<file path="config.mk">
export PLATFORM = sky130hd
export DESIGN_NAME = lc3_psr_unit
export DESIGN_NICKNAME = d
export VERILOG_FILES = /design/src/rtl/lc3_pkg.sv /design/src/rtl/lc3_ben_logic.sv /design/src/rtl/lc3_psr_unit.sv
export SDC_FILE = /design/constraint.sdc
export NUM_CORES = 1
export LEC_CHECK = 0
export ABC_AREA = 1
export CAP_MARGIN = 20
export CORE_UTILIZATION = 26
export CTS_CLUSTER_DIAMETER = 60
export DETAILED_ROUTE_END_ITERATION = 6
export REMOVE_ABC_BUFFERS = 1
export SYNTH_ARGS = -nofsm -noshare
export SYNTH_HDL_FRONTEND = slang
export SYNTH_HIERARCHICAL = 1
export SYNTH_SLANG_ARGS = --single-unit
</file>
<file path="constraint.sdc">
create_clock -name i_CLK -period 5.2 [get_ports i_CLK]
set_input_delay 0.78 -clock i_CLK [delete_from_list [all_inputs] [get_ports i_CLK]]
set_output_delay 0.78 -clock i_CLK [all_outputs]
set_load 0.1 [all_outputs]
</file>
<file path="src/rtl/lc3_pkg.sv">
// Shared LC-3 definitions: privilege encoding, SP mux selects, PSR bit
// positions, reset values of the saved stack pointers and a PSR packer.
package lc3_pkg;

    // Privilege level as stored in PSR[15]
    typedef enum logic {
        PRIV_SUPERVISOR = 1'b0,
        PRIV_USER       = 1'b1
    } priv_e;

    // SP mux selects feeding the register-file input mux
    localparam logic [1:0] SP_INC = 2'd0;
    localparam logic [1:0] SP_DEC = 2'd1;
    localparam logic [1:0] SP_SSP = 2'd2;
    localparam logic [1:0] SP_USP = 2'd3;

    // PSR field positions
    localparam int PSR_PRIV    = 15;
    localparam int PSR_PRIO_HI = 10;
    localparam int PSR_PRIO_LO = 8;
    localparam int PSR_NZP_HI  = 2;
    localparam int PSR_NZP_LO  = 0;

    // Power-on contents of the saved stack pointers
    localparam logic [15:0] SAVED_SSP_RST = 16'h3000;
    localparam logic [15:0] SAVED_USP_RST = 16'hFE00;

    // Assemble the bus-visible PSR word; unused bits read as zero
    function automatic logic [15:0] psr_word(input logic       priv,
                                             input logic [2:0] prio,
                                             input logic [2:0] nzp);
        logic [15:0] w;
        w = 16'h0000;
        w[PSR_PRIV] = priv;
        w[PSR_PRIO_HI:PSR_PRIO_LO] = prio;
        w[PSR_NZP_HI:PSR_NZP_LO] = nzp;
        return w;
    endfunction

endpackage

</file>
<file path="src/rtl/lc3_ben_logic.sv">
// Branch-enable reduction: any IR[11:9] mask bit matching a set condition
// code enables the branch. Kept separate so a branch predictor can reuse it.
module lc3_ben_logic (
    input  logic [2:0] nzp,
    input  logic [2:0] ir_mask,
    output logic       ben
);

    // Mask the condition codes with n,z,p from the IR and OR-reduce
    always_comb begin
        ben = |(ir_mask & nzp);
    end

endmodule

</file>
<file path="src/rtl/lc3_psr_unit.sv">
// LC-3 processor-status unit: registered BEN, privilege FSM, priority,
// interrupt and access-violation flags, PSR assembly and the SP mux.
// Optional feature macro: LC3_PSR_SAVED_SP_EN adds the Saved.SSP/Saved.USP
// registers and SP mux selects 2/3; without it those selects pass i_SR1.
module lc3_psr_unit
    import lc3_pkg::*;
#(
    parameter logic [15:0] USER_SPACE_LO = 16'h3000,
    parameter logic [15:0] USER_SPACE_HI = 16'hFE00
) (
    input  logic        i_CLK,
    input  logic        i_RST_N,
    input  logic [2:0]  i_NZP,
    input  logic [2:0]  i_IR_11_9,
    input  logic        i_LD_BEN,
    input  logic [15:0] i_Bus,
    input  logic        i_LD_PSR,
    input  logic        i_LD_Priv,
    input  logic        i_Set_Priv,
    input  logic        i_LD_Priority,
    input  logic        i_INT_Req,
    input  logic [2:0]  i_INT_Priority,
    input  logic [15:0] i_MAR,
    input  logic        i_LD_ACV,
    input  logic [15:0] i_SR1,
    input  logic        i_LD_Saved_SSP,
    input  logic        i_LD_Saved_USP,
    input  logic [1:0]  i_SPMux_Sel,
    output logic        o_BEN,
    output logic        o_Priv,
    output logic [2:0]  o_Priority,
    output logic [15:0] o_PSR,
    output logic        o_INT,
    output logic        o_ACV,
    output logic [15:0] o_SP
);

    // Address lies outside the region user mode may touch
    function automatic logic outside_user_space(input logic [15:0] addr);
        return (addr < USER_SPACE_LO) || (addr >= USER_SPACE_HI);
    endfunction

    // Stack-pointer step helpers; both wrap modulo 2^16
    function automatic logic [15:0] sp_inc(input logic [15:0] sp);
        return sp + 16'd1;
    endfunction

    function automatic logic [15:0] sp_dec(input logic [15:0] sp);
        return sp - 16'd1;
    endfunction

    priv_e       priv_state;
    priv_e       priv_next;
    logic [2:0]  priority_q;
    logic [2:0]  priority_next;
    logic        ben_q;
    logic        ben_comb;
    logic        int_q;
    logic        acv_q;

    // Only PSR[15] and PSR[10:8] are restored from the bus
    logic        unused_bus_bits;
    assign unused_bus_bits = ^{i_Bus[14:11], i_Bus[7:0]};

    lc3_ben_logic u_ben_logic (
        .nzp     (i_NZP),
        .ir_mask (i_IR_11_9),
        .ben     (ben_comb)
    );

    // BEN register: loads the reduced mask on LD_BEN, otherwise holds
    always_ff @(posedge i_CLK) begin
        if (!i_RST_N) begin
            ben_q <= 1'b0;
        end else if (i_LD_BEN) begin
            ben_q <= ben_comb;
        end
    end

    // Privilege FSM state register
    always_ff @(posedge i_CLK) begin
        if (!i_RST_N) begin
            priv_state <= PRIV_SUPERVISOR;
        end else begin
            priv_state <= priv_next;
        end
    end

    // Privilege next state: PSR restore overrides an explicit privilege load
    always_comb begin
        priv_next = priv_state;
        if (i_LD_PSR) begin
            priv_next = priv_e'(i_Bus[PSR_PRIV]);
        end else if (i_LD_Priv) begin
            priv_next = priv_e'(i_Set_Priv);
        end
    end

    // Priority next value: PSR restore overrides an interrupt-priority load
    always_comb begin
        priority_next = priority_q;
        if (i_LD_PSR) begin
            priority_next = i_Bus[PSR_PRIO_HI:PSR_PRIO_LO];
        end else if (i_LD_Priority) begin
            priority_next = i_INT_Priority;
        end
    end

    // Priority register
    always_ff @(posedge i_CLK) begin
        if (!i_RST_N) begin
            priority_q <= 3'b000;
        end else begin
            priority_q <= priority_next;
        end
    end

    // Interrupt flag re-evaluated every cycle against the pre-update priority
    always_ff @(posedge i_CLK) begin
        if (!i_RST_N) begin
            int_q <= 1'b0;
        end else begin
            int_q <= i_INT_Req && (i_INT_Priority > priority_q);
        end
    end

    // Access violation: only user mode is restricted, latched on LD_ACV
    always_ff @(posedge i_CLK) begin
        if (!i_RST_N) begin
            acv_q <= 1'b0;
        end else if (i_LD_ACV) begin
            acv_q <= (priv_state == PRIV_USER) && outside_user_space(i_MAR);
        end
    end

`ifdef LC3_PSR_SAVED_SP_EN
    logic [15:0] saved_ssp_q;
    logic [15:0] saved_usp_q;

    // Saved stack pointers load independently from SR1
    always_ff @(posedge i_CLK) begin
        if (!i_RST_N) begin
            saved_ssp_q <= SAVED_SSP_RST;
            saved_usp_q <= SAVED_USP_RST;
        end else begin
            if (i_LD_Saved_SSP) begin
                saved_ssp_q <= i_SR1;
            end
            if (i_LD_Saved_USP) begin
                saved_usp_q <= i_SR1;
            end
        end
    end

    // SP mux including the saved stack pointers
    always_comb begin
        o_SP = i_SR1;
        case (i_SPMux_Sel)
            SP_INC:  o_SP = sp_inc(i_SR1);
            SP_DEC:  o_SP = sp_dec(i_SR1);
            SP_SSP:  o_SP = saved_ssp_q;
            SP_USP:  o_SP = saved_usp_q;
            default: o_SP = i_SR1;
        endcase
    end
`else
    // Saved-SP loads have no destination in this build
    logic unused_saved_ld;
    assign unused_saved_ld = i_LD_Saved_SSP ^ i_LD_Saved_USP;

    // SP mux without saved registers: selects 2 and 3 pass SR1 through
    always_comb begin
        o_SP = i_SR1;
        case (i_SPMux_Sel)
            SP_INC:  o_SP = sp_inc(i_SR1);
            SP_DEC:  o_SP = sp_dec(i_SR1);
            default: o_SP = i_SR1;
        endcase
    end
`endif

    assign o_BEN      = ben_q;
    assign o_Priv     = priv_state;
    assign o_Priority = priority_q;
    assign o_INT      = int_q;
    assign o_ACV      = acv_q;
    assign o_PSR      = psr_word(priv_state, priority_q, i_NZP);

endmodule

</file>
After elaboration in Yosys (flattened, before gate mapping)
Cells that the tools add are included.
- reduce and logical (&&, ||, !) cells: 7
- order comparisons: 3
- bitwise operators: 1
- mux-type cells: 5
- eq/ne operators: 1
- add/subtract/negate cells: 2
- operators with widths (kind ; count):
    $pmux 16 s2 ; 1
    $add 16x1->16 const B ; 1
    $ge 16x16->1 const B ; 1
    $lt 16x14->1 const B ; 1
    $sub 16x1->16 const B ; 1
    $mux 3 ; 2
    $reduce_bool 2->1 ; 2
    $and 3x3->3 ; 1
    $gt 3x3->1 ; 1
    $reduce_or 3->1 ; 1
    $eq 2x1->1 const B ; 1
    $logic_and 1x1->1 ; 2
    $logic_not 2->1 ; 1
    $mux 1 ; 2
    $logic_or 1x1->1 ; 1
- bits in registers: 7
- input port bits: 70

Depth between registers and ports, before layout
- word-level depth: 3
- mapped depth: 16
- depth with buffers taken out: 15

Modules after synthesis
Netlist, hierarchy kept.
- by module, submodules not included (module ; times used ; area each (um^2) ; cells each):
    lc3_psr_unit ; 1 ; 1570.3 ; 297
    lc3_ben_logic ; 1 ; 16.3 ; 4

Worst setup path before layout
No wires, ideal clock.
- path type: input-to-output
- start: input port i_SPMux_Sel[1]
- end: output port o_SP[2]
- stages on the path: 11
- buffers on the path: 1
- setup slack: 0.661 ns
- data arrival time: 3.759 ns
- cell sequence: inv_2 > nand2_2 > buf_6 > nand2_1 > nand2_1 > inv_1 > ha_1 > inv_1 > nand2_1 > xor2_1 > o21ai_0
- cells in the longest elaborated chain, start to end: 2
- RTL lines (what ; line ; RTL):
    start: declaration ; lc3_psr_unit.sv:28 ; input logic [1:0] i_SPMux_Sel,
    $eq 2x1->1 / $logic_not 2->1 (equally long branches) ; lc3_psr_unit.sv:174 ; case (i_SPMux_Sel)
    $pmux 16 s2 * ; lc3_psr_unit.sv:174 ;
    end: declaration ; lc3_psr_unit.sv:35 ; output logic [15:0] o_SP
Every way passes the cells marked *; elsewhere a longest branch is shown, timed or not.

Worst setup path after layout
- start: input port i_SPMux_Sel[1]
- end: output port o_SP[8]
Same word-level chain as after synthesis.

==> results.json <==
{
  "fmax_mhz": 246,
  "rrSetupSlack_ns": 4.00,
  "ys_types": 29,
  "syn_inst": 301,
  "wire_per_inst_um": 10.4,
  "synthFlopType": "dfxtp_1",
  "synth_edf_count": 0,
  "row_count": 28,
  "stdcell_count": 443,
  "cts_tree": "yes",
  "cap_viol_max_count": 0,
  "yosysTopAreaCell": "nand2_1",
  "async_reset_ff_frac": 0,
  "synth_top_area_share": 0.263,
  "drc": 0,
  "place_ws_ns": 1.16,
  "swShare": 0.572,
  "grt_max_degree": 25,
  "htree_levels": 1,
  "vias": 1991,
  "core-area_mm2": 0.00589,
  "status": "finished clean",
  "dieArea_mm2": 0.00642,
  "dp_cells": 439,
  "clk_latency_ns": 0.22,
  "drv_slew": 0,
  "cp-end-kind": "output pin",
  "ys_ff_latch": 7,
  "syn_to_final_growth_pct": 51.5,
  "final_common_cell": "nand2_1",
  "synth.area.top_cells": "nand2_1 (26%), nand3_1 (11%), inv_1 (11%)",
  "ys_seq_area_frac": 0.0883,
  "drive_gt1_frac": 0.0897,
  "firstDrtPassIters": 4,
  "die_h_um": 80.1,
  "post-route-min-period_ns": 4.06,
  "grt_pass1_wl_mm": 7.75,
  "clk_path_buf_depth": 2,
  "peakVddDrop_mv": 0.119,
  "crit_type": "input port to output pin",
  "post_cts_resized": 0,
  "power_density_mw_per_mm2": 213,
  "die_w_um": 80.1,
  "grt_pass1_vias": 1838,
  "wl_mm": 4.59,
  "cts.sinks": 7,
  "cts_hold_buffers": 0,
  "setup_viol": 0,
  "crit_required_ns": 4.42,
  "tightestPinTransition_ns": 0.971,
  "hold_class": "flop to flop",
  "p_switching_mw": 0.293,
  "rsz0062_at_grt": "no",
  "path_clk_slew_ns": 0.04,
  "slew-limit-headroom": 0.350,
  "hold_viol_final": 0,
  "seqPwrFrac": 0.118,
  "ctsRootBufferMaster": "clkbuf_8",
  "startpoint_type": "input port",
  "drtIter0Drc": 82,
  "crit_fanout": 24,
  "netlist_area_mm2": 0.00159,
  "postRouteAntennaNets": 0,
  "worstPathArrival_ns": 3.28,
  "synth.avg_cell_area_um2": 5.27,
  "pwr-share-clk": 0.148,
  "overflow": 0,
  "clock_skew_ns": 0.000111,
  "drt-vias-per-instance": 4.49,
  "cts_inserted_buffers": 3,
  "synth_warnings": 6,
  "final_cell_mix": "nand2_1 (111), clkdlybuf4s50_1 (61), inv_1 (47)",
  "internal_power_mw": 0.219,
  "postCtsSetupBuffers": 0,
  "antenna_found_initial": 0,
  "fin_util": 0.408,
  "fin_setup_tns_ns": 0,
  "worst_slack_ns": 1.14,
  "ioPinCount": 109,
  "pwr-share-comb": 0.735,
  "io_buffer_count": 76,
  "initial_utilization": 0.270,
  "n_antenna_cell": 0,
  "p_leak_nw": 1.24,
  "dp_hpwl_mm": 3.78,
  "grt_use_total": 0.148,
  "nNetsFinal": 443,
  "min_period_over_period": 0.781,
  "hold_slack_ns": 0.472,
  "routabilityCongestion": 0.858
}
sequential cells by signal (all words and copies together), names as in the netlist:
signal,count
o_BEN,1
o_Priv,1
o_Priority,3
o_INT,1
o_ACV,1
kinds of logic after synthesis:
kind of cell | after synthesis | share of synthesized area
and+or+nand+nor | 177 | 0.476
buffers and inverters | 71 | 0.223
AOI/OAI and AO/OA | 34 | 0.140
xor gates and xnor gates | 7 | 0.0386
DFF | 7 | 0.0883
adders and majority gates | 4 | 0.0315
other | 1 | 0.00236
cells in the mapped netlist, types with 3 or more instances:
cell type	count
nor2_1	14
ha_1	4
o21ai_0	9
dfxtp_1	7
xnor2_1	4
nand2_2	10
buf_6	3
inv_1	47
xor2_1	3
nand4_1	3
a21oi_1	6
a41oi_1	8
o21ai_1	3
buf_4	17
nand2_1	111
nand3_1	36
final timing paths:
| check | startpoint | to | cells past startpoint |
|---|---|---|---|
| min | o_ACV | o_ACV | 2 |
| max | i_SPMux_Sel[1] | o_SP[8] | 16 |
| min reg2reg | o_ACV | o_ACV | 2 |
| max reg2reg | o_Priority[2] | o_INT | 6 |
layer usage:
layer	wire length, µm	up-vias	global-route usage
met5	0	-	0
met4	51	0	0.0357
met3	289	4	0.0136
met2	2200	68	0.280
met1	2050	857	0.176
li1	-	1062	-
power by group through the flow:
stage	Sequential [mW]	Clock [mW]	Combinational, mW
4_1_cts	0.0604	0.0787	0.378
5_1_grt	0.0609	0.0821	0.400
6_report	0.0604	0.0757	0.377
3_3_place_gp	0.0612	0	0.376
2_1_floorplan	0.100	0	0.214
3_5_place_dp	0.0612	0	0.377
cell type report:
class,count,area (µm²)
clock buffers,4,45.0
fillers,642,3480
inverters,49,184
multi-input cells,231,1120
flip-flops and latches,7,140
well taps,75,93.8
repair buffers,77,818
critical path, cell delays in order:
cell and delay [ns]:
clkdlybuf4s50_1 0.43, inv_2 0.30, nand2_2 0.38, nand2_1 0.18
nand2_1 0.06, inv_1 0.05, ha_1 0.12, inv_1 0.03
nand2_1 0.10, nand2_1 0.08, nand2_1 0.11, nand2_1 0.08
nand2_1 0.06, nand2_1 0.04, a31oi_1 0.22, buf_12 0.22
stage by stage:
stage	instance area, µm²	power [mW]
2_1_floorplan	1450	0.314
3_3_place_gp	2360	0.437
3_5_place_dp	2360	0.439
4_1_cts	2400	0.517
5_1_grt	2400	0.543
6_report	2400	0.513
Note: power is estimated with default switching activity, not from simulation.
